File: src/rtl/jstk_spi_responder_pkg.sv
// Shared definitions for the PmodJSTK SPI link (responder and master sides).
// Contents: frame/counter widths, command codes, FSM state type and the
// joystick frame packer used to build the transmit snapshot.
package jstk_spi_responder_pkg;

   localparam int unsigned JSTK_FRAME_BITS = 40;
   localparam int unsigned JSTK_CNT_W      = 6;
   localparam logic [5:0]  CMD_LED_PREFIX  = 6'b100000;
   localparam logic [7:0]  CMD_SET_RGB     = 8'h84;

   typedef enum logic [1:0] {
      ST_IDLE  = 2'd0,
      ST_SHIFT = 2'd1,
      ST_CHECK = 2'd2
   } jstk_state_t;

   // Joystick frame: X low, X high, Y low, Y high, buttons (first byte in MSBs)
   function automatic logic [JSTK_FRAME_BITS-1:0] jstk_pack_frame(
      input logic [9:0] xpos,
      input logic [9:0] ypos,
      input logic [2:0] btn
   );
      return {xpos[7:0], 6'b0, xpos[9:8], ypos[7:0], 6'b0, ypos[9:8], 5'b0, btn};
   endfunction

endpackage

File: src/rtl/jstk_spi_responder_if.sv
// SPI pin bundle between a PmodJSTK master and the joystick responder.
// Signals: SS (active-low select), SCLK (mode 0), MOSI, MISO.
interface jstk_spi_responder_if;

   logic SS;
   logic SCLK;
   logic MOSI;
   logic MISO;

   modport master (output SS, output SCLK, output MOSI, input MISO);
   modport slave  (input SS, input SCLK, input MOSI, output MISO);

endinterface

File: src/rtl/jstk_spi_responder_sync_edge.sv
// Two-FF synchronizer for an asynchronous pin plus a history FF for edge detect.
// Ports: clk, rst (sync, active-high), i_pin (async pin),
//        o_sync (synchronized level), o_rise_c / o_fall_c (one-cycle edge strobes).
module jstk_spi_responder_sync_edge #(
   parameter logic RESET_VAL = 1'b0
) (
   input  logic clk,
   input  logic rst,
   input  logic i_pin,
   output logic o_sync,
   output logic o_rise_c,
   output logic o_fall_c
);

   logic r_meta;
   logic r_sync;
   logic r_hist;

   // Synchronizer chain; history holds the previous synchronized level
   always_ff @(posedge clk) begin
      if (rst) begin
         r_meta <= RESET_VAL;
         r_sync <= RESET_VAL;
         r_hist <= RESET_VAL;
      end else begin
         r_meta <= i_pin;
         r_sync <= r_meta;
         r_hist <= r_sync;
      end
   end

   assign o_sync   = r_sync;
   assign o_rise_c = r_sync & ~r_hist;
   assign o_fall_c = ~r_sync & r_hist;

endmodule

File: src/rtl/jstk_spi_responder.sv
// SPI mode-0 slave acting as the joystick end of a PmodJSTK link.
// Sends a 5-byte position/button snapshot and captures a 5-byte command frame.
// Ports: clk, rst (sync, active-high); spi (SS/SCLK/MOSI in, MISO out);
//        xpos/ypos/btn snapshot inputs; rx_cmd/rx_payload last good frame;
//        rx_valid/rx_err frame-end pulses; led/rgb decoded command registers.
module jstk_spi_responder
   import jstk_spi_responder_pkg::*;
#(
   parameter int unsigned SCLK_MIN_HALF = 4
) (
   input  logic                  clk,
   input  logic                  rst,
   jstk_spi_responder_if.slave   spi,
   input  logic [9:0]            xpos,
   input  logic [9:0]            ypos,
   input  logic [2:0]            btn,
   output logic [7:0]            rx_cmd,
   output logic [31:0]           rx_payload,
   output logic                  rx_valid,
   output logic                  rx_err,
   output logic [1:0]            led,
   output logic [23:0]           rgb
);

   localparam logic [JSTK_CNT_W-1:0] CNT_FRAME = JSTK_CNT_W'(JSTK_FRAME_BITS);
   localparam logic [JSTK_CNT_W-1:0] CNT_MAX   = '1;

   // MISO is only re-timed 3 clk after an edge, so slower SCLK is assumed
   if (SCLK_MIN_HALF < 4) begin : g_half_check
      $error("SCLK_MIN_HALF below 4 leaves no MISO setup margin");
   end

   logic w_ss_sync, w_ss_rise, w_ss_fall;
   logic w_sclk_rise, w_sclk_fall, w_mosi_sync;
   logic w_sclk_sync_unused, w_mosi_rise_unused, w_mosi_fall_unused;

   jstk_spi_responder_sync_edge #(.RESET_VAL(1'b1)) u_sync_ss (
      .clk(clk), .rst(rst), .i_pin(spi.SS),
      .o_sync(w_ss_sync), .o_rise_c(w_ss_rise), .o_fall_c(w_ss_fall));

   jstk_spi_responder_sync_edge #(.RESET_VAL(1'b0)) u_sync_sclk (
      .clk(clk), .rst(rst), .i_pin(spi.SCLK),
      .o_sync(w_sclk_sync_unused), .o_rise_c(w_sclk_rise), .o_fall_c(w_sclk_fall));

   jstk_spi_responder_sync_edge #(.RESET_VAL(1'b0)) u_sync_mosi (
      .clk(clk), .rst(rst), .i_pin(spi.MOSI),
      .o_sync(w_mosi_sync), .o_rise_c(w_mosi_rise_unused), .o_fall_c(w_mosi_fall_unused));

   jstk_state_t                  r_state, w_state_nxt;
   logic [JSTK_FRAME_BITS-1:0]   r_tx_sr, r_rx_sr, w_snap;
   logic [JSTK_CNT_W-1:0]        r_bit_cnt;
   logic [1:0]                   r_settle;
   logic                         r_armed, r_miso, r_rx_valid, r_rx_err;
   logic [7:0]                   r_rx_cmd;
   logic [31:0]                  r_rx_payload;
   logic [1:0]                   r_led;
   logic [23:0]                  r_rgb;
   logic w_start, w_bit_in, w_bit_out, w_miso_clr, w_frame_ok, w_frame_err;

   assign w_snap = jstk_pack_frame(xpos, ypos, btn);

   // State register
   always_ff @(posedge clk) begin
      if (rst) r_state <= ST_IDLE;
      else     r_state <= w_state_nxt;
   end

   // Next state and datapath strobes
   always_comb begin
      w_state_nxt = r_state;
      w_start     = 1'b0;
      w_bit_in    = 1'b0;
      w_bit_out   = 1'b0;
      w_miso_clr  = 1'b0;
      w_frame_ok  = 1'b0;
      w_frame_err = 1'b0;
      unique case (r_state)
         ST_IDLE: begin
            if (w_ss_fall && r_armed) begin
               w_start     = 1'b1;
               w_state_nxt = ST_SHIFT;
            end
         end
         ST_SHIFT: begin
            w_bit_in  = w_sclk_rise;
            w_bit_out = w_sclk_fall;
            if (w_ss_rise) w_state_nxt = ST_CHECK;
         end
         ST_CHECK: begin
            w_state_nxt = ST_IDLE;
            w_miso_clr  = 1'b1;
            if (r_bit_cnt == CNT_FRAME)  w_frame_ok  = 1'b1;
            else if (r_bit_cnt != '0)    w_frame_err = 1'b1;
         end
         default: w_state_nxt = ST_IDLE;
      endcase
   end

   // Shift registers, bit counter, command decode
   always_ff @(posedge clk) begin
      if (rst) begin
         r_tx_sr      <= '0;
         r_rx_sr      <= '0;
         r_bit_cnt    <= '0;
         r_settle     <= '0;
         r_armed      <= 1'b0;
         r_miso       <= 1'b0;
         r_rx_valid   <= 1'b0;
         r_rx_err     <= 1'b0;
         r_rx_cmd     <= '0;
         r_rx_payload <= '0;
         r_led        <= '0;
         r_rgb        <= '0;
      end else begin
         r_rx_valid <= w_frame_ok;
         r_rx_err   <= w_frame_err;
         // Only arm once SS has been seen high after reset; a select that
         // was already low at reset release must not start a frame.
         r_settle   <= {r_settle[0], 1'b1};
         if (r_settle[1] && w_ss_sync) r_armed <= 1'b1;

         if (w_start) begin
            r_tx_sr   <= w_snap;
            r_miso    <= w_snap[JSTK_FRAME_BITS-1];
            r_bit_cnt <= '0;
         end
         if (w_bit_in) begin
            r_rx_sr <= {r_rx_sr[JSTK_FRAME_BITS-2:0], w_mosi_sync};
            if (r_bit_cnt != CNT_MAX) r_bit_cnt <= r_bit_cnt + JSTK_CNT_W'(1);
         end
         if (w_bit_out) begin
            r_tx_sr <= {r_tx_sr[JSTK_FRAME_BITS-2:0], 1'b0};
            r_miso  <= r_tx_sr[JSTK_FRAME_BITS-2];
         end
         if (w_miso_clr) r_miso <= 1'b0;

         if (w_frame_ok) begin
            r_rx_cmd     <= r_rx_sr[39:32];
            r_rx_payload <= r_rx_sr[31:0];
            if (r_rx_sr[39:34] == CMD_LED_PREFIX) r_led <= r_rx_sr[33:32];
            if (r_rx_sr[39:32] == CMD_SET_RGB)    r_rgb <= r_rx_sr[31:8];
         end
      end
   end

   assign spi.MISO   = r_miso;
   assign rx_cmd     = r_rx_cmd;
   assign rx_payload = r_rx_payload;
   assign rx_valid   = r_rx_valid;
   assign rx_err     = r_rx_err;
   assign led        = r_led;
   assign rgb        = r_rgb;

endmodule

File: src/flat_wrapper.sv
// flat-port wrapper written by rule: the top's interface ports become plain ports
module jstk_spi_responder_flat import jstk_spi_responder_pkg::*;
#(
   parameter int unsigned SCLK_MIN_HALF = 4
)
  (clk, rst, xpos, ypos, btn, rx_cmd, rx_payload, rx_valid, rx_err, led, rgb, spi_SS, spi_SCLK, spi_MOSI, spi_MISO);
  jstk_spi_responder_if spi_i ();
  input  logic clk;
  input  logic rst;
  input  logic [9:0] xpos;
  input  logic [9:0] ypos;
  input  logic [2:0] btn;
  output logic [7:0] rx_cmd;
  output logic [31:0] rx_payload;
  output logic rx_valid;
  output logic rx_err;
  output logic [1:0] led;
  output logic [23:0] rgb;
  input wire logic [$bits(spi_i.SS)-1:0] spi_SS;
  input wire logic [$bits(spi_i.SCLK)-1:0] spi_SCLK;
  input wire logic [$bits(spi_i.MOSI)-1:0] spi_MOSI;
  output wire logic [$bits(spi_i.MISO)-1:0] spi_MISO;
  assign spi_i.SS = spi_SS;
  assign spi_i.SCLK = spi_SCLK;
  assign spi_i.MOSI = spi_MOSI;
  assign spi_MISO = spi_i.MISO;
  jstk_spi_responder #(.SCLK_MIN_HALF(SCLK_MIN_HALF)) u_core (.clk(clk), .rst(rst), .spi(spi_i), .xpos(xpos), .ypos(ypos), .btn(btn), .rx_cmd(rx_cmd), .rx_payload(rx_payload), .rx_valid(rx_valid), .rx_err(rx_err), .led(led), .rgb(rgb));
endmodule
File: config.mk
export PLATFORM = sky130hd
export DESIGN_NAME = jstk_spi_responder_flat
export DESIGN_NICKNAME = d
export VERILOG_FILES = /design/src/rtl/jstk_spi_responder_pkg.sv /design/src/rtl/jstk_spi_responder_if.sv /design/src/rtl/jstk_spi_responder_sync_edge.sv /design/src/rtl/jstk_spi_responder.sv /design/src/flat_wrapper.sv
export SDC_FILE = /design/constraint.sdc
export NUM_CORES = 1
export LEC_CHECK = 0
export ABC_AREA = 1
export CAP_MARGIN = 20
export CORE_AREA = 2 2 149 151
export CTS_BUF_LIST = sky130_fd_sc_hd__clkbuf_8 sky130_fd_sc_hd__clkbuf_16
export CTS_CLUSTER_DIAMETER = 30
export DETAILED_ROUTE_END_ITERATION = 8
export DIE_AREA = 0 0 151 153
export PLACE_DENSITY = 0.51
export SLEW_MARGIN = 20
export SYNTH_ARGS = -nofsm -noshare
export SYNTH_HDL_FRONTEND = slang
export SYNTH_SLANG_ARGS = --single-unit
File: constraint.sdc
create_clock -name clk -period 2.9 [get_ports clk]
set_input_delay 0.58 -clock clk [delete_from_list [all_inputs] [get_ports clk]]
set_output_delay 0.58 -clock clk [all_outputs]
set_load 0.03 [all_outputs]
---- After elaboration in Yosys (flattened, before gate mapping) ----
Index checks and enable logic that the tools add are counted.
word-level totals
  output and inout bits ................... 69
  register bits ........................... 167
  logic and storage cells ................. 71
cells by class
  multiplexer cells ....................... 19
  bitwise logic cells ..................... 9
  eq/ne operators ......................... 8
  $add $sub $neg .......................... 1
  reductions and logical operators ........ 11
operator list
  kind                                                             count
  39-bit 2-to-1 mux                                                2
  6-bit 2-to-1 mux                                                 3
  6-bit == test, second input constant                             2
  1-bit 2-to-1 mux                                                 11
  8-bit == test, second input constant                             1
  6-bit by 1-bit adder with 6-bit output, second input constant    1
  6-bit != test, second input constant                             1
  2-bit AND reduction                                              3
  6-bit nonzero test                                               1
  1-bit NOT                                                        5
  1-bit AND                                                        4
  2-bit 2-to-1 mux                                                 2
  2-bit case mux with 2 select lines                               1
  2-bit OR reduction                                               2
  3-bit OR reduction                                               1
  2-bit by 1-bit == test with 1-bit output, second input constant  1
  2-bit == test, second input constant                             1
  1-bit logical AND                                                2
  2-bit zero test                                                  1
  2-bit by 1-bit != test with 1-bit output, second input constant  1
  2-bit != test, second input constant                             1
  2-bit nonzero test                                               1

---- Logic depth before layout (Yosys ltp) ----
  depth in word-level cells ............... 8
  gate-level depth with buffers ........... 9
  gate-level depth less buffers ........... 8

---- Cells and area by module ----
From an unflattened synthesis, not the netlist that was laid out.
unflattened totals
  cell total of the unflattened synthesis .. 806
  area total of the unflattened synthesis .. 6224.7 um2
by module, submodules not included
  module                                                 area each (um2)  instances  cells each
  jstk_spi_responder                                     5939.4           1          769
  jstk_spi_responder_sync_edge (u_core.u_sync_mosi ...)  93.8             2          12
  jstk_spi_responder_sync_edge (u_core.u_sync_ss)        97.6             1          13

---- Worst setup path before layout ----
OpenSTA, ideal clock, no wires.
  kind .................................... in2reg
  start point ............................. in rst
  end point ............................... reg u_core.r_rgb[10] (netlist: u_core.rgb[10])
  cell stages on the path ................. 6
  slack ................................... 1.465 ns
  arrival ................................. 1.371 ns
  path buffers ............................ 3
  setup time .............................. 0.064 ns
  cells stage by stage .................... buf_2 > inv_2 > buf_2 > buf_1 > nand2_1 > nor2_1
RTL lines
  what                    RTL line                   text
  start: declaration      flat_wrapper.sv:9          input logic rst;
  end signal: assignment  jstk_spi_responder.sv:141  if (r_rx_sr[39:32] == CMD_SET_RGB) r_rgb <= r_rx_sr[31:8];
  end: declaration        jstk_spi_responder.sv:57   logic [23:0] r_rgb;

---- Worst setup path after layout ----
  start point ............................. reg u_core.r_rx_cmd[7] (netlist: u_core.rx_cmd[7])
  end point ............................... out rx_cmd[7]
RTL lines
  what                      RTL line                   text
  start: declaration        jstk_spi_responder.sv:54   logic [7:0] r_rx_cmd;
  start signal: assignment  jstk_spi_responder.sv:138  r_rx_cmd <= r_rx_sr[39:32];
  end: declaration          flat_wrapper.sv:13         output logic [7:0] rx_cmd;
No word-level cell between the ends.

==> impl_metrics.yaml <==
run_status:
  outcome: "completed"
critical_path:
  required_ns: 2.32
  cp_cell_sequence: "clkdlybuf4s50_1"
  crit_path_end_kind: "primary output"
  crit_family: "buffers and inverters"
  cp_max_fo: 2
  critPathMaxStageDelay_ns: 0.71
  crit_type: "register to primary output"
  cp_slowest_cell: "clkdlybuf4s50_1"
  path_buf_inv: 1
  arrival_ns: 1.48
  crit_path_start_kind: "register"
finish:
  final_cell_mix: "dfxtp_1, nor2_1, nand2_1"
  fillers: 2274
  final_common_cell: "dfxtp_1"
  design_area_um2: 7990
  area_growth_pct: 25.4
  fin_nets: 917
  regArea_um2: 3340
  drive_gt1_share_pct: 6.67
  multi_input_area_um2: 2490
  antenna_cells: 0
route:
  ant_nets: 0
  route.vias.total: 5386
  drt-total-wl_mm: 15.3
  wire_per_inst_um: 13.0
  drc: 0
  dr.pass1.iters: 4
  via_per_inst: 4.56
  drtIter0Drc: 363
synth:
  yosysWarnings: 0
  synthCells: 819
  yosysSeqAreaShare_pct: 52.5
  synth_fp_nets: 849
  avgSynthCellArea_um2: 7.78
  ys.flop_type: "dfxtp_1"
  netlist_area_um2: 6370
  synth_top_area_share_pct: 52.5
  synth_area_leaders: "dfxtp_1, nor2_1, nand3_1"
  synth_cell_types: 28
  synth_edf_count: 0
  synth_seq_cells: 167
  synth_top_area_cell: "dfxtp_1"
  ys_async_sr_fraction_pct: 0
cts:
  clkLatencyLatePin_ns: 0.42
  cts-resized-gates: 0
  cts_sinks: 167
  clk_pin_slew_ns: 0.06
  ctsRootBufferMaster: "clkbuf_16"
  cts_buffers: 17
  ctsHoldBuffers: 0
  cts_setup_buffers: 0
  cts_max_level: 4
  clockBufferDepth: 2
  tritoncts: "yes"
timing:
  finalSetupTns_ns: 0
  hold_viol: 0
  worst_pin_slew_ns: 0.928
  slew_headroom_pct: 38.1
  fmax_mhz: 485
  setup_violations: 0
  finalCritPeriodShare_pct: 71.1
  rsz0062_at_grt: "false"
  drv_slew: 0
  hold_ws_ns: 0.400
  clock_skew_ns: 0.0110
  period_minus_slack_ns: 2.06
worst_hold_path:
  hp-class: "register to register"
floorplan:
  die_h_um: 153
  die_area_um2: 23100
  start_util_pct: 29.6
  pin_count: 97
  core_um2: 21500
  num_rows: 54
  die_width_um: 151
global_route:
  grt_pass1_wl_mm: 25.6
  antenna_found_initial: 0
  grt_overflow: 0
  grt_max_degree: 114
  groute.usage.overall_pct: 13.7
  grt_pass1_vias: 5128
power:
  leakagePower_nw: 3.02
  power_density_nw_per_um2: 562
  max-vdd-ir-drop_uv: 384
placed_design:
  io_buffers: 96
  hpwl_mm: 9.27
  post_dp_cell_area_um2: 7450
  gp_congestion: 0.763
run:
  maxCapViolations: 0
==> state kept, by name, summed over array words and instances (netlist names) <==
register / count
u_core.u_sync_ss.r_hist: 1
u_core.u_sync_ss.r_meta: 1
u_core.rx_valid: 1
u_core.r_rx_sr: 40
u_core.u_sync_mosi.r_meta: 1
u_core.rx_cmd: 8
u_core.r_state: 2
u_core.rx_payload: 32
u_core.rgb: 24
u_core.u_sync_sclk.r_meta: 1
u_core.r_bit_cnt: 6
u_core.u_sync_sclk.r_hist: 1
u_core.r_armed: 1
u_core.led: 2
u_core.rx_err: 1
u_core.u_sync_ss.o_sync: 1
u_core.r_tx_sr: 39
u_core.u_sync_sclk.o_sync: 1
u_core.u_sync_mosi.o_sync: 1
u_core.spi.MISO: 1
u_core.r_settle: 2
==> stage by stage <==
step | total power (W) | setup slack [ns] | cells | util [%]
global placement | 0.00249 | 0.908 | 1148 | 34.7
detailed placement | 0.00249 | 0.904 | 1148 | 34.7
finish | 0.00449 | 0.838 | 1180 | 37.2
global route | 0.00466 | 0.658 | 1180 | 37.2
CTS | 0.00456 | 0.812 | 1180 | 37.2
floorplan | 0.00243 | 1.47 | 819 | -
==> cell type report <==
type / instances / share of cell area, %
repair buffers: 109 / 13.3
multi-input cells: 538 / 31.2
inverters: 54 / 2.55
clock buffers: 19 / 5.67
flip-flops and latches: 167 / 41.8
clock inverters: 13 / 1.05
well taps: 280 / 4.38
==> final timing paths <==
kind                  startpoint            endpoint  slack [ns]  depth (start not counted)
min reg2reg   u_core.r_settle[0]  u_core.r_settle[1]        0.40                          2
max reg2reg  u_core.r_bit_cnt[0]      u_core.rgb[15]        0.90                          8
max             u_core.rx_cmd[7]           rx_cmd[7]        0.84                          1
min           u_core.r_settle[0]  u_core.r_settle[1]        0.40                          2
==> cell families (layout without fill, tap and decap cells) <==
kind of cell / count (synthesis) / count (layout) / synth area share (%)
adders and majority gates: 2 / 2 / 0.393
AOI/OAI and AO/OA: 192 / 192 / 15.7
buffers and inverters: 114 / 195 / 8.51
DFF: 167 / 167 / 52.5
and+or+nand+nor: 344 / 344 / 23.0
==> power by group <==
| group | internal (W) | total, W | switching (W) | leakage [nW] |
|---|---|---|---|---|
| combinational | 0.0000533 | 0.000120 | 0.0000670 | 1.40 |
| clock | 0.00113 | 0.00206 | 0.000923 | 0.281 |
| sequential | 0.00231 | 0.00231 | 0.00000664 | 1.35 |
| total | 0.00349 | 0.00449 | 0.000997 | 3.02 |
==> worst reg2reg max path, delay by kind of cell (launching register included) <==
family | cells | cell delay [ns]
DFF | 1 | 0.34
buffers and inverters | 2 | 0.80
adders and majority gates | 1 | 0.20
and+or+nand+nor | 5 | 0.55
==> layer usage <==
| metal | share of wire, % | vias up | GRT usage (%) |
|---|---|---|---|
| met2 | 46 | 81 | 21.3 |
| met5 | 0 | - | 0 |
| met4 | 1.2 | 0 | 4.23 |
| met3 | 3.5 | 14 | 3.64 |
| li1 | - | 2833 | - |
| met1 | 50 | 2458 | 18.5 |
==> synthesized netlist by cell type, types with 3 or more instances <==
cell,instances
buf_2,24
inv_1,49
buf_6,9
o21ai_0,71
clkbuf_1,20
buf_4,4
inv_2,4
nand2_1,97
nor2_1,135
nand3_1,96
a31oi_1,22
dfxtp_1,167
nor2_2,4
a21oi_1,84
o21ai_1,12
nand2_2,3
(Power assumes the default switching activity.)
==> edit, RTL diff (same flow settings) <==
Add an input register stage for `xpos`, `ypos` and `btn`, without a reset; this delays them by one clock. The other inputs are not delayed to match.
--- a/src/rtl/jstk_spi_responder.sv
+++ b/src/rtl/jstk_spi_responder.sv
@@ -26,2 +26,12 @@
    localparam logic [JSTK_CNT_W-1:0] CNT_MAX   = '1;
+
+   logic [9:0] xpos_q;
+   logic [9:0] ypos_q;
+   logic [2:0] btn_q;
+
+   always_ff @(posedge clk) begin
+      xpos_q <= xpos;
+      ypos_q <= ypos;
+      btn_q  <= btn;
+   end
 
@@ -59,3 +69,3 @@
 
-   assign w_snap = jstk_pack_frame(xpos, ypos, btn);
+   assign w_snap = jstk_pack_frame(xpos_q, ypos_q, btn_q);
 
Formal check against the unedited RTL: not equivalent (a bounded check fails within 10 cycles, from zero or initial values and one cycle with rst high).
==> edit against the unedited design <==
Worst setup slack worse by 0.0084 ns. Clock power is 24% higher. Area after synthesis is 9.6% higher. Hold slack better by 0.0032 ns. Power is 19% higher. Routed wire length is 2.6% lower. Utilization is 3.5 points higher. Sequential cell count is 23 higher. Combinational power is 21% higher. Final area is 9.5% higher. Highest routed layer unchanged.
==> edit: results (changes against the unedited design) <==
| Metric | Value |
|---|---|
| Net Switching | `0.00116 W (+17%)` |
| Port Buffers | `96 (unchanged)` |
| Status | `finished, final reports clean` |
| Top cells by count, synth | `dfxtp_1 (190), nor2_1 (162), nand2_1 (114), a21oi_1 (101), nand3_1 (94)` |
| Worst r2r src | `u_core.r_state[0]` |
| R2R setup slack | `1.18 ns (+0.28 ns)` |
| Cell variety after synth | `25 (-11%)` |
| Initial DRC Count | `336 (-7.4%)` |
| Seq/Total Area, Yosys | `0.545 (+0.0199)` |
| Detailed Routing Iterations Pass 1 | `4 (unchanged)` |
| Post-synth EDFFs | `0 (unchanged)` |
| Critical-path top delay cell | `clkdlybuf4s50_1` |
| Syn_area_per_cell | `7.80 um^2 (+0.32%)` |
| Skew-Pair Late Insertion Delay | `0.43 ns` |
| DR vias | `5700 (+5.8%)` |
| Vias in the first global route | `5137 (+0.18%)` |
| Layout cells sized above 1 | `0.0656 (-0.00103)` |
| First-pass GRT wire length | `24.9 mm (-2.6%)` |
| Crit path from | `u_core.rgb[23]` |
| Worst Tran Pin Value | `0.618 ns (-0.310 ns)` |
| Clock skew | `0.00934 ns (-0.00165 ns)` |
| Total placed cells including tap cells | `1223 (+6.5%)` |
| WL/cell | `11.9 um (-8.4%)` |
| Area after DPL | `8100 um^2 (+8.6%)` |
| GPL Wtd Cong | `0.705 (-7.6%)` |
| Top area cells in the synthesized netlist | `dfxtp_1 (54%), nor2_1 (8.7%), a21oi_1 (7.2%)` |
| Largest net degree at the start of global routing | `93 (-18%)` |
| LEAKAGE | `3.21 nW (+6.3%)` |
| Syn nets | `925 (+9.0%)` |
| Beginning of the worst hold path | `u_core.u_sync_mosi.r_meta` |
| Ys async rst share | `0 (unchanged)` |
| Total CTS buffers | `17 (unchanged)` |
| Max stage delay on crit path | `0.69 ns (-0.02 ns)` |
| Final net count | `992 (+8.2%)` |
| Most flops, register | `u_core.r_rx_sr` |
| Dpl hpwl | `9.31 mm (+0.38%)` |
| Gr usage total | `0.132 (-0.00530)` |
| Worst vdd ir | `0.000361 V (-6.1%)` |
| Critical Path AT | `1.49 ns` |
| Vias per cell | `4.54 (-0.49%)` |
| WHS | `0.404 ns (+0.00322 ns)` |
-- edit: power groups by stage --
stage          sequential, W  clock, W  combinational (W)
4_1_cts              0.00265   0.00262           0.000148
5_1_grt              0.00265   0.00272           0.000166
3_3_place_gp         0.00271         0           0.000146
3_5_place_dp         0.00271         0           0.000147
2_1_floorplan        0.00271         0          0.0000862
6_report             0.00265   0.00255           0.000145
-- edit: cell type report --
type	instances	area, um^2
Multi-Input combinational cell	572	2580
Clock inverter	15	224
Inverter	72	270
Tap cell	280	350
Timing Repair Buffer	109	1090
Sequential cell	190	3800
Fill cell	2238	12700
Clock buffer	17	425
-- edit: metal layers --
layer / part of all wire / up-vias / global-route usage
met2: 0.44 / 92 / 0.209
met3: 0.040 / 14 / 0.0343
met1: 0.51 / 2584 / 0.178
li1: - / 3010 / -
met5: 0 / - / 0
met4: 0.0097 / 0 / 0.0334
-- edit: final timing paths --
check	endpoint	cells past startpoint
worst max-delay path	rgb[23]	1
worst min-delay path	u_core.u_sync_mosi.o_sync	2
worst max register to register	u_core.r_tx_sr[1]	6
worst min register to register	u_core.u_sync_mosi.o_sync	2
-- edit: cells by family (layout without fill, tap and decap cells) --
logic type      after synthesis  in the layout  share of synthesized area
compound gates              186            186                      0.133
xor+xnor                      1              1                    0.00125
fa+ha+maj                     2              2                    0.00358
buf+inv                     133            213                     0.0874
flops                       190            190                      0.545
simple gates                383            383                      0.230
-- edit: per-stage QoR --
step                setup WS [ns]  total power (W)
floorplan                    1.40          0.00279
global placement             1.16          0.00285
detailed placement           1.14          0.00286
CTS                         0.802          0.00542
global route                0.752          0.00553
finish                      0.830          0.00534
